[src/rtl/ipv4_hdr_partial_sum.sv]
// ipv4_hdr_partial_sum: buffers the first two beats of each packet, emits IPv4 header partial sums, then forwards the stream unchanged
module ipv4_hdr_partial_sum #(
  parameter int C_M_AXIS_DATA_WIDTH  = 256,
  parameter int C_S_AXIS_DATA_WIDTH  = 256,
  parameter int C_M_AXIS_TUSER_WIDTH = 128,
  parameter int C_S_AXIS_TUSER_WIDTH = 128
) (
  input  logic                              AXI_ACLK,
  input  logic                              AXI_RESET,
  input  logic [C_S_AXIS_DATA_WIDTH-1:0]    S_AXIS_TDATA,
  input  logic [C_S_AXIS_DATA_WIDTH/8-1:0]  S_AXIS_TSTRB,
  input  logic [C_S_AXIS_TUSER_WIDTH-1:0]   S_AXIS_TUSER,
  input  logic                              S_AXIS_TVALID,
  input  logic                              S_AXIS_TLAST,
  output logic                              S_AXIS_TREADY,
  output logic [C_M_AXIS_DATA_WIDTH-1:0]    M_AXIS_TDATA,
  output logic [C_M_AXIS_DATA_WIDTH/8-1:0]  M_AXIS_TSTRB,
  output logic [C_M_AXIS_TUSER_WIDTH-1:0]   M_AXIS_TUSER,
  output logic                              M_AXIS_TVALID,
  output logic                              M_AXIS_TLAST,
  input  logic                              M_AXIS_TREADY,
  output logic [31:0]                       checksum01,
  output logic [31:0]                       checksum02,
  output logic [31:0]                       checksum03,
  output logic [31:0]                       checksum04,
  output logic                              sum_valid,
  output logic                              hdr_ok,
  output logic [31:0]                       pkt_count,
  output logic [31:0]                       bad_hdr_count
);
  localparam int DW = C_S_AXIS_DATA_WIDTH;
  typedef enum logic [2:0] {IDLE, HDR1, EMIT0, EMIT1, PASS} state_t;
  state_t r_state, w_next;
  logic [DW-1:0]                     r_h0_data, r_h1_data, w_b0;
  logic [DW/8-1:0]                   r_h0_strb, r_h1_strb;
  logic [C_S_AXIS_TUSER_WIDTH-1:0]   r_h0_user, r_h1_user;
  logic                              r_h0_last, r_h1_last;
  logic [31:0]                       r_cs1, r_cs2, r_cs3, r_cs4, r_pkt_count, r_bad_count;
  logic                              r_sum_valid, r_hdr_ok;
  logic                              w_s_hs, w_m_hs, w_cap0, w_cap1, w_load, w_ok;
  logic [15:0]                       w_b1hw;
  // Big-endian halfword starting at byte k, byte 0 in the top bits
  function automatic logic [15:0] hw(input logic [DW-1:0] d, input int k);
    hw = d[DW-1-8*k -: 16];
  endfunction
  assign w_s_hs = S_AXIS_TVALID && S_AXIS_TREADY;
  assign w_m_hs = M_AXIS_TVALID && M_AXIS_TREADY;
  assign w_cap0 = w_s_hs && r_state == IDLE;
  assign w_cap1 = w_s_hs && r_state == HDR1;
  assign w_load = w_cap1 || (w_cap0 && S_AXIS_TLAST);
  // A single-beat packet loads straight from the bus with no beat 1
  assign w_b0   = r_state == IDLE ? S_AXIS_TDATA : r_h0_data;
  assign w_b1hw = r_state == IDLE ? 16'h0 : hw(S_AXIS_TDATA, 0);
  assign w_ok   = hw(w_b0, 12) == 16'h0800 && w_b0[DW-1-8*14 -: 8] == 8'h45 && r_state != IDLE;
  always_ff @(posedge AXI_ACLK) begin
    if (AXI_RESET) r_state <= IDLE;
    else r_state <= w_next;
  end
  always_comb begin
    w_next = r_state;
    case (r_state)
      IDLE:  w_next = w_s_hs ? (S_AXIS_TLAST ? EMIT0 : HDR1) : IDLE;
      HDR1:  w_next = w_s_hs ? EMIT0 : HDR1;
      EMIT0: w_next = w_m_hs ? (r_h0_last ? IDLE : EMIT1) : EMIT0;
      EMIT1: w_next = w_m_hs ? (r_h1_last ? IDLE : PASS) : EMIT1;
      PASS:  w_next = (w_s_hs && S_AXIS_TLAST) ? IDLE : PASS;
      default: w_next = IDLE;
    endcase
  end
  always_comb begin
    S_AXIS_TREADY = !AXI_RESET && (r_state == IDLE || r_state == HDR1 || (r_state == PASS && M_AXIS_TREADY));
    M_AXIS_TVALID = !AXI_RESET && (r_state == EMIT0 || r_state == EMIT1 || (r_state == PASS && S_AXIS_TVALID));
    M_AXIS_TDATA  = r_state == PASS ? S_AXIS_TDATA : (r_state == EMIT1 ? r_h1_data : r_h0_data);
    M_AXIS_TSTRB  = r_state == PASS ? S_AXIS_TSTRB : (r_state == EMIT1 ? r_h1_strb : r_h0_strb);
    M_AXIS_TUSER  = r_state == PASS ? S_AXIS_TUSER : (r_state == EMIT1 ? r_h1_user : r_h0_user);
    M_AXIS_TLAST  = r_state == PASS ? S_AXIS_TLAST : (r_state == EMIT1 ? r_h1_last : r_h0_last);
  end
  always_ff @(posedge AXI_ACLK) begin
    if (w_cap0) begin
      r_h0_data <= S_AXIS_TDATA;
      r_h0_strb <= S_AXIS_TSTRB;
      r_h0_user <= S_AXIS_TUSER;
      r_h0_last <= S_AXIS_TLAST;
    end
    if (w_cap1) begin
      r_h1_data <= S_AXIS_TDATA;
      r_h1_strb <= S_AXIS_TSTRB;
      r_h1_user <= S_AXIS_TUSER;
      r_h1_last <= S_AXIS_TLAST;
    end
  end
  always_ff @(posedge AXI_ACLK) begin
    if (AXI_RESET) begin
      r_cs1       <= '0;
      r_cs2       <= '0;
      r_cs3       <= '0;
      r_cs4       <= '0;
      r_hdr_ok    <= 1'b0;
      r_sum_valid <= 1'b0;
      r_pkt_count <= '0;
      r_bad_count <= '0;
    end else begin
      r_sum_valid <= w_load;
      if (w_load) begin
        r_cs1    <= 32'(hw(w_b0, 14)) + 32'(hw(w_b0, 16)) + 32'(hw(w_b0, 18)) + 32'(hw(w_b0, 20));
        r_cs2    <= 32'(hw(w_b0, 22)) + 32'(hw(w_b0, 24));
        r_cs3    <= 32'(hw(w_b0, 26)) + 32'(hw(w_b0, 28));
        r_cs4    <= 32'(hw(w_b0, 30)) + 32'(w_b1hw);
        r_hdr_ok <= w_ok;
        if (!w_ok) r_bad_count <= r_bad_count + 32'd1;
      end
      if (w_cap0) r_pkt_count <= r_pkt_count + 32'd1;
    end
  end
  assign checksum01    = r_cs1;
  assign checksum02    = r_cs2;
  assign checksum03    = r_cs3;
  assign checksum04    = r_cs4;
  assign sum_valid     = r_sum_valid;
  assign hdr_ok        = r_hdr_ok;
  assign pkt_count     = r_pkt_count;
  assign bad_hdr_count = r_bad_count;
endmodule

[config.mk]
export PLATFORM = sky130hd
export DESIGN_NAME = ipv4_hdr_partial_sum
export DESIGN_NICKNAME = d
export VERILOG_FILES = /design/src/rtl/ipv4_hdr_partial_sum.sv
export SDC_FILE = /design/constraint.sdc
export NUM_CORES = 2
export LEC_CHECK = 0
export CORE_AREA = 3 3 398 400
export CTS_BUF_LIST = sky130_fd_sc_hd__clkbuf_2 sky130_fd_sc_hd__clkbuf_4 sky130_fd_sc_hd__clkbuf_8
export DETAILED_ROUTE_END_ITERATION = 16
export DIE_AREA = 0 0 401 403
export HOLD_SLACK_MARGIN = 0.06
export PLACE_DENSITY = 0.55
export RECOVER_POWER = 50
export REMOVE_ABC_BUFFERS = 1
export SYNTH_ARGS = -nofsm -noshare
export SYNTH_HDL_FRONTEND = slang
export SYNTH_SLANG_ARGS = --single-unit
[constraint.sdc]
create_clock -name AXI_ACLK -period 66.4 [get_ports AXI_ACLK]
set_input_delay 13.28 -clock AXI_ACLK [delete_from_list [all_inputs] [get_ports AXI_ACLK]]
set_output_delay 13.28 -clock AXI_ACLK [all_outputs]
set_load 0.1 [all_outputs]
Word level (Yosys, flattened, before mapping)
Index checks and enable logic that the tools add are counted.
Widths: inputs -> output; s select.
{ "classes": {"addsub": 8, "eq_ne": 6, "mux": 19, "bitwise": 1, "reduce_logical": 21} }
{ "ops": {"columns": ["operator", "count"], "rows": [
  ["$mux 256", 2],
  ["$mux 128", 2],
  ["$mux 160", 1],
  ["$add 16x16->17", 4],
  ["$add 32x1->32 const B", 2],
  ["$mux 32", 2],
  ["$add 18x16->19", 1],
  ["$add 17x16->18", 1],
  ["$eq 16x12->1 const B", 1],
  ["$mux 16", 1],
  ["$pmux 3 s5", 1],
  ["$logic_and 1x1->1", 12],
  ["$mux 2", 5],
  ["$mux 3", 3],
  ["$eq 8x7->1 const B", 1],
  ["$eq 3x2->1 const B", 2],
  ["$logic_or 1x1->1", 5],
  ["$eq 3x1->1 const B", 1],
  ["$eq 3x3->1 const B", 1],
  ["$logic_not 3->1", 1],
  ["$reduce_bool 3->1", 1],
  ["$mux 1", 2],
  ["$reduce_and 2->1", 1],
  ["$logic_not 1->1", 1],
  ["$not 1->1", 1]
]} }
{ "totals": {"regBits": 1031, "output_inout_bits": 613} }

Depth between registers and ports, before layout
{ "logic_depth": {"word_depth": 9, "ltp_mapped": 20, "depth_no_buf": 16} }

Least setup slack after synthesis
No wires, ideal clock.
{ "synth_path": {"path_kind": "input to register", "startpoint": "input port AXI_RESET", "endpoint": "register r_h1_data[0], enable pin", "setup_ns": 2.218, "arrival_time_ns": 52.844, "t_required_ns": 64.182, "path_slack_ns": 11.338, "stages": 3, "path_buffers": 2, "path_cell_list": "clkbuf_1 -> clkbuf_1 -> nor4_1"} }
{ "synth_via": {"elab_chain_len": 4} }
{ "synth_lines": {"columns": ["item", "line", "text"], "rows": [
  ["start, declared", "9", "input logic AXI_RESET,"],
  ["$logic_not 1->1", "71", "S_AXIS_TREADY = !AXI_RESET && (r_state == IDLE || r_state == HDR1 || (r_state == PASS && M_AXIS_TREADY));"],
  ["$logic_and 1x1->1", "71", null],
  ["$logic_and 1x1->1", "46", "assign w_s_hs = S_AXIS_TVALID && S_AXIS_TREADY;"],
  ["$logic_and 1x1->1", "49", "assign w_cap1 = w_s_hs && r_state == HDR1;"],
  ["via w_cap1", "40", "logic w_s_hs, w_m_hs, w_cap0, w_cap1, w_load, w_ok;"],
  ["end signal, assigned", "86", "r_h1_data <= S_AXIS_TDATA;"],
  ["end, declared", "34", "logic [DW-1:0] r_h0_data, r_h1_data, w_b0;"]
]} }
The timed path passes the listed nets, and every way through them passes these cells.
A chain may end at the register's enable or synchronous reset.

Worst setup path in the final report
{ "layout_path": {"startpoint": "input port S_AXIS_TVALID", "endpoint": "output port M_AXIS_TVALID"} }
{ "layout_via": {"elab_chain_len": 3} }
{ "layout_lines": {"columns": ["item", "line", "text"], "rows": [
  ["start, declared", "13", "input logic S_AXIS_TVALID,"],
  ["$logic_and 1x1->1", "72", "M_AXIS_TVALID = !AXI_RESET && (r_state == EMIT0 || r_state == EMIT1 || (r_state == PASS && S_AXIS_TVALID));"],
  ["$logic_or 1x1->1", "72", null],
  ["$logic_and 1x1->1", "72", null],
  ["end, declared", "19", "output logic M_AXIS_TVALID,"]
]} }
Every way passes these cells.

==> run summary <==
status -> finished, violations left
failing checks -> max-capacitance violations, max-slew violations
placed cells -> 6,623
Pre-antenna DRT Iters -> 5
Post-synth EDFFs -> 834
Max-Cap Viols -> 7
# resized after CTS -> 0
Slew @ Worst Pin -> 7.814 ns
post-CTS setup buffer count -> 0
final wirelength -> 147,300 µm
CTS tree -> yes
Distinct cells, synth -> 68
Worst setup EP type -> output port
Hold Violations, Final -> 0
Area Growth Syn to Fin -> 34.05%
die width -> 401 µm
# IOs -> 1,034
Crit-path slowest cell -> clkdlybuf4s50_1
f_max -> 0.03402 GHz
Core Region -> 155,700 µm²
crit start category -> input pin
nets -> 5,265
Final GP Congestion -> 0.8639
Final period util -> 44.27%
WP buf/inv -> 3
Initial Util -> 28.61%
maximum vdd drop -> 0.00001549 V
drt drc -> 0
clock skew -> 0.05860 ns
Final Non-Filler Cells -> 6,974
asr flop ratio synth -> 0%
delay-heaviest family, CP -> buffers and inverters
commonest cells after routing, fill and taps aside -> 881 x nand2_1, 834 x edfxtp_1, 547 x clkdlybuf4s50_1
final core occ -> 38.35%
Setup CP Type -> in2out
Synth Instances -> 3,755
first-pass GRT wire length -> 213,300 µm
Final Instance Area -> 59,690 µm²
crit-path cells -> dlygate4sd3_1, inv_1, or4b_2, a21oi_1, clkdlybuf4s50_1
total negative setup slack -> 0 ns
TritonCTS buffer count -> 175
Critical Path RT -> 53.12 ns
CP arrival -> 16.12 ns
Slew Viols, Final -> 436
largest net degree at the start of global routing -> 186
RSZ-0062 raised after global routing -> no
CTS Root Cell -> clkbuf_8
Worst-path clk slew -> 0.06 ns
initial antenna violation count -> 90
die height -> 403 µm
#FFs+latches synth -> 972
IO Port Bufs -> 974
Pwr per Cell Area -> 28.39 nW/µm²
share of cells above drive strength 1 -> 6.938%
number of fill cells -> 15,190
Synth Cell Area -> 44,530 µm²
# setup viols final -> 0
Worst slew margin -> -420.9%
Critical Path Fanout Max -> 4
vias in the first global route -> 31,060
Synth Flop Type -> edfxtp_1
Iteration-0 DRC Markers -> 1,791
commonest non-fill, non-tap cell in the layout -> nand2_1
Worst path max stage delay -> 1.20 ns
CTS max path bufs -> 3
wire per inst -> 21.13 µm
GR Util All Layers -> 17.60%
post-synthesis sequential area ratio -> 62.44%
worst min-delay path class -> reg2reg
worst-skew pair later-pin latency -> 0.89 ns
Final ANT Viol Nets -> 0
row count -> 145
Congestion Overflow GR -> 0
# H-tree levels -> 4
post-detail-place hpwl -> 103,900 µm
Syn Area/Cell -> 11.86 µm²
clock period minus worst slack -> 29.40 ns
Via-to-Cell Ratio -> 4.557
die area -> 161,600 µm²
Post-CTS Hold Buffers -> 0
Static Leak -> 23.61 nW
via count -> 31,780
clk sink count -> 972
placed cell area -> 56,210 µm²
YS warnings -> 0
## path summary, 6_finish.rpt
path | depth (start not counted) | startpoint | endpoint | slack, ns
setup / recovery | 5 | S_AXIS_TVALID | M_AXIS_TVALID | 37.00
hold / removal | 2 | checksum04[4] | checksum04[4] | 0.45
setup reg to reg | 6 | r_state[2] | r_h0_data[74] | 55.33
hold reg to reg | 2 | checksum04[4] | checksum04[4] | 0.45
## worst min-delay path, delay by kind of cell, from the launching register on
kind | cells | cell delay, ns
flops | 1 | 0.31
compound gates | 1 | 0.05
simple gates | 1 | 0.05
## report_power, final
| part | internal, W | total (W) | switching (W) |
|---|---|---|---|
| Clock | 0.000308 | 0.000570 | 0.000262 |
| Combinational | 0.000116 | 0.000424 | 0.000307 |
| Sequential | 0.000692 | 0.000701 | 0.00000894 |
| Total | 0.00112 | 0.00169 | 0.000578 |
## area by class of cell
class,count,area (µm²),area share [%]
Antenna cell,30,75.07,0.1258
Multi-Input combinational cell,2500,15360,25.74
Clock inverter,65,455.4,0.7630
Tap cell,2058,2575,4.314
Sequential cell,972,27810,46.58
Clock buffer,256,3079,5.158
Timing Repair Buffer,1018,10060,16.85
Inverter,75,281.5,0.4716
## metal layers
metal	GRT usage (%)	share of wire (%)
met3	4.962	6.5
met2	29.79	49
met1	21.69	42
met5	0	0.086
met4	5.567	3.0
## logic make-up (layout without fill, tap and decap cells)
family          Yosys count  in the layout  share of synthesized area, %
xor+xnor                 99             99                         1.947
simple gates           1159           1159                         11.01
mux                     440            440                         9.890
fa+ha+maj               102            102                         3.456
flops                   972            972                         62.44
compound gates          641            641                         7.741
other cells               1             89                      0.008421
buf+inv                 341           1414                         3.498
## sequential cells by signal, summed over array words and instances (netlist names)
name           cells
r_h0_data        256
checksum02        17
checksum03        17
checksum01        18
r_h0_user        128
r_h0_strb         32
r_h1_strb         32
bad_hdr_count     32
checksum04        17
r_h1_data        256
hdr_ok             1
r_h0_last          1
r_h1_last          1
r_state            3
r_h1_user        128
sum_valid          1
pkt_count         32
## cell usage after synthesis (32+ instances only)
| cell | instances | area (µm²) |
|---|---|---|
| fa_1 | 35 | 700.7 |
| inv_1 | 74 | 277.8 |
| mux2i_1 | 440 | 4404 |
| nand3b_1 | 32 | 240.2 |
| a21oi_1 | 71 | 355.3 |
| xor2_1 | 67 | 586.8 |
| edfxtp_1 | 834 | 25040 |
| clkbuf_1 | 158 | 593.1 |
| ha_1 | 67 | 838.3 |
| dfxtp_1 | 138 | 2763 |
| xnor2_1 | 32 | 280.3 |
| buf_2 | 33 | 165.2 |
| nand2_1 | 881 | 3307 |
| buf_4 | 59 | 442.9 |
| nor2_1 | 92 | 345.3 |
| o21ai_0 | 482 | 2412 |
## through the flow
| step | setup slack [ns] | power, W | hold WS, ns |
|---|---|---|---|
| 2_1_floorplan | -6.437 | 0.001020 | 0.5474 |
| 3_3_place_gp | 37.06 | 0.001142 | 0.4343 |
| 3_5_place_dp | 37.07 | 0.001145 | 0.4443 |
| 4_1_cts | 37.07 | 0.001725 | 0.4498 |
| 5_1_grt | 36.99 | 0.001772 | 0.4781 |
| 6_report | 37.00 | 0.001694 | 0.4506 |
No activity file was read; power rests on OpenSTA's default activity.
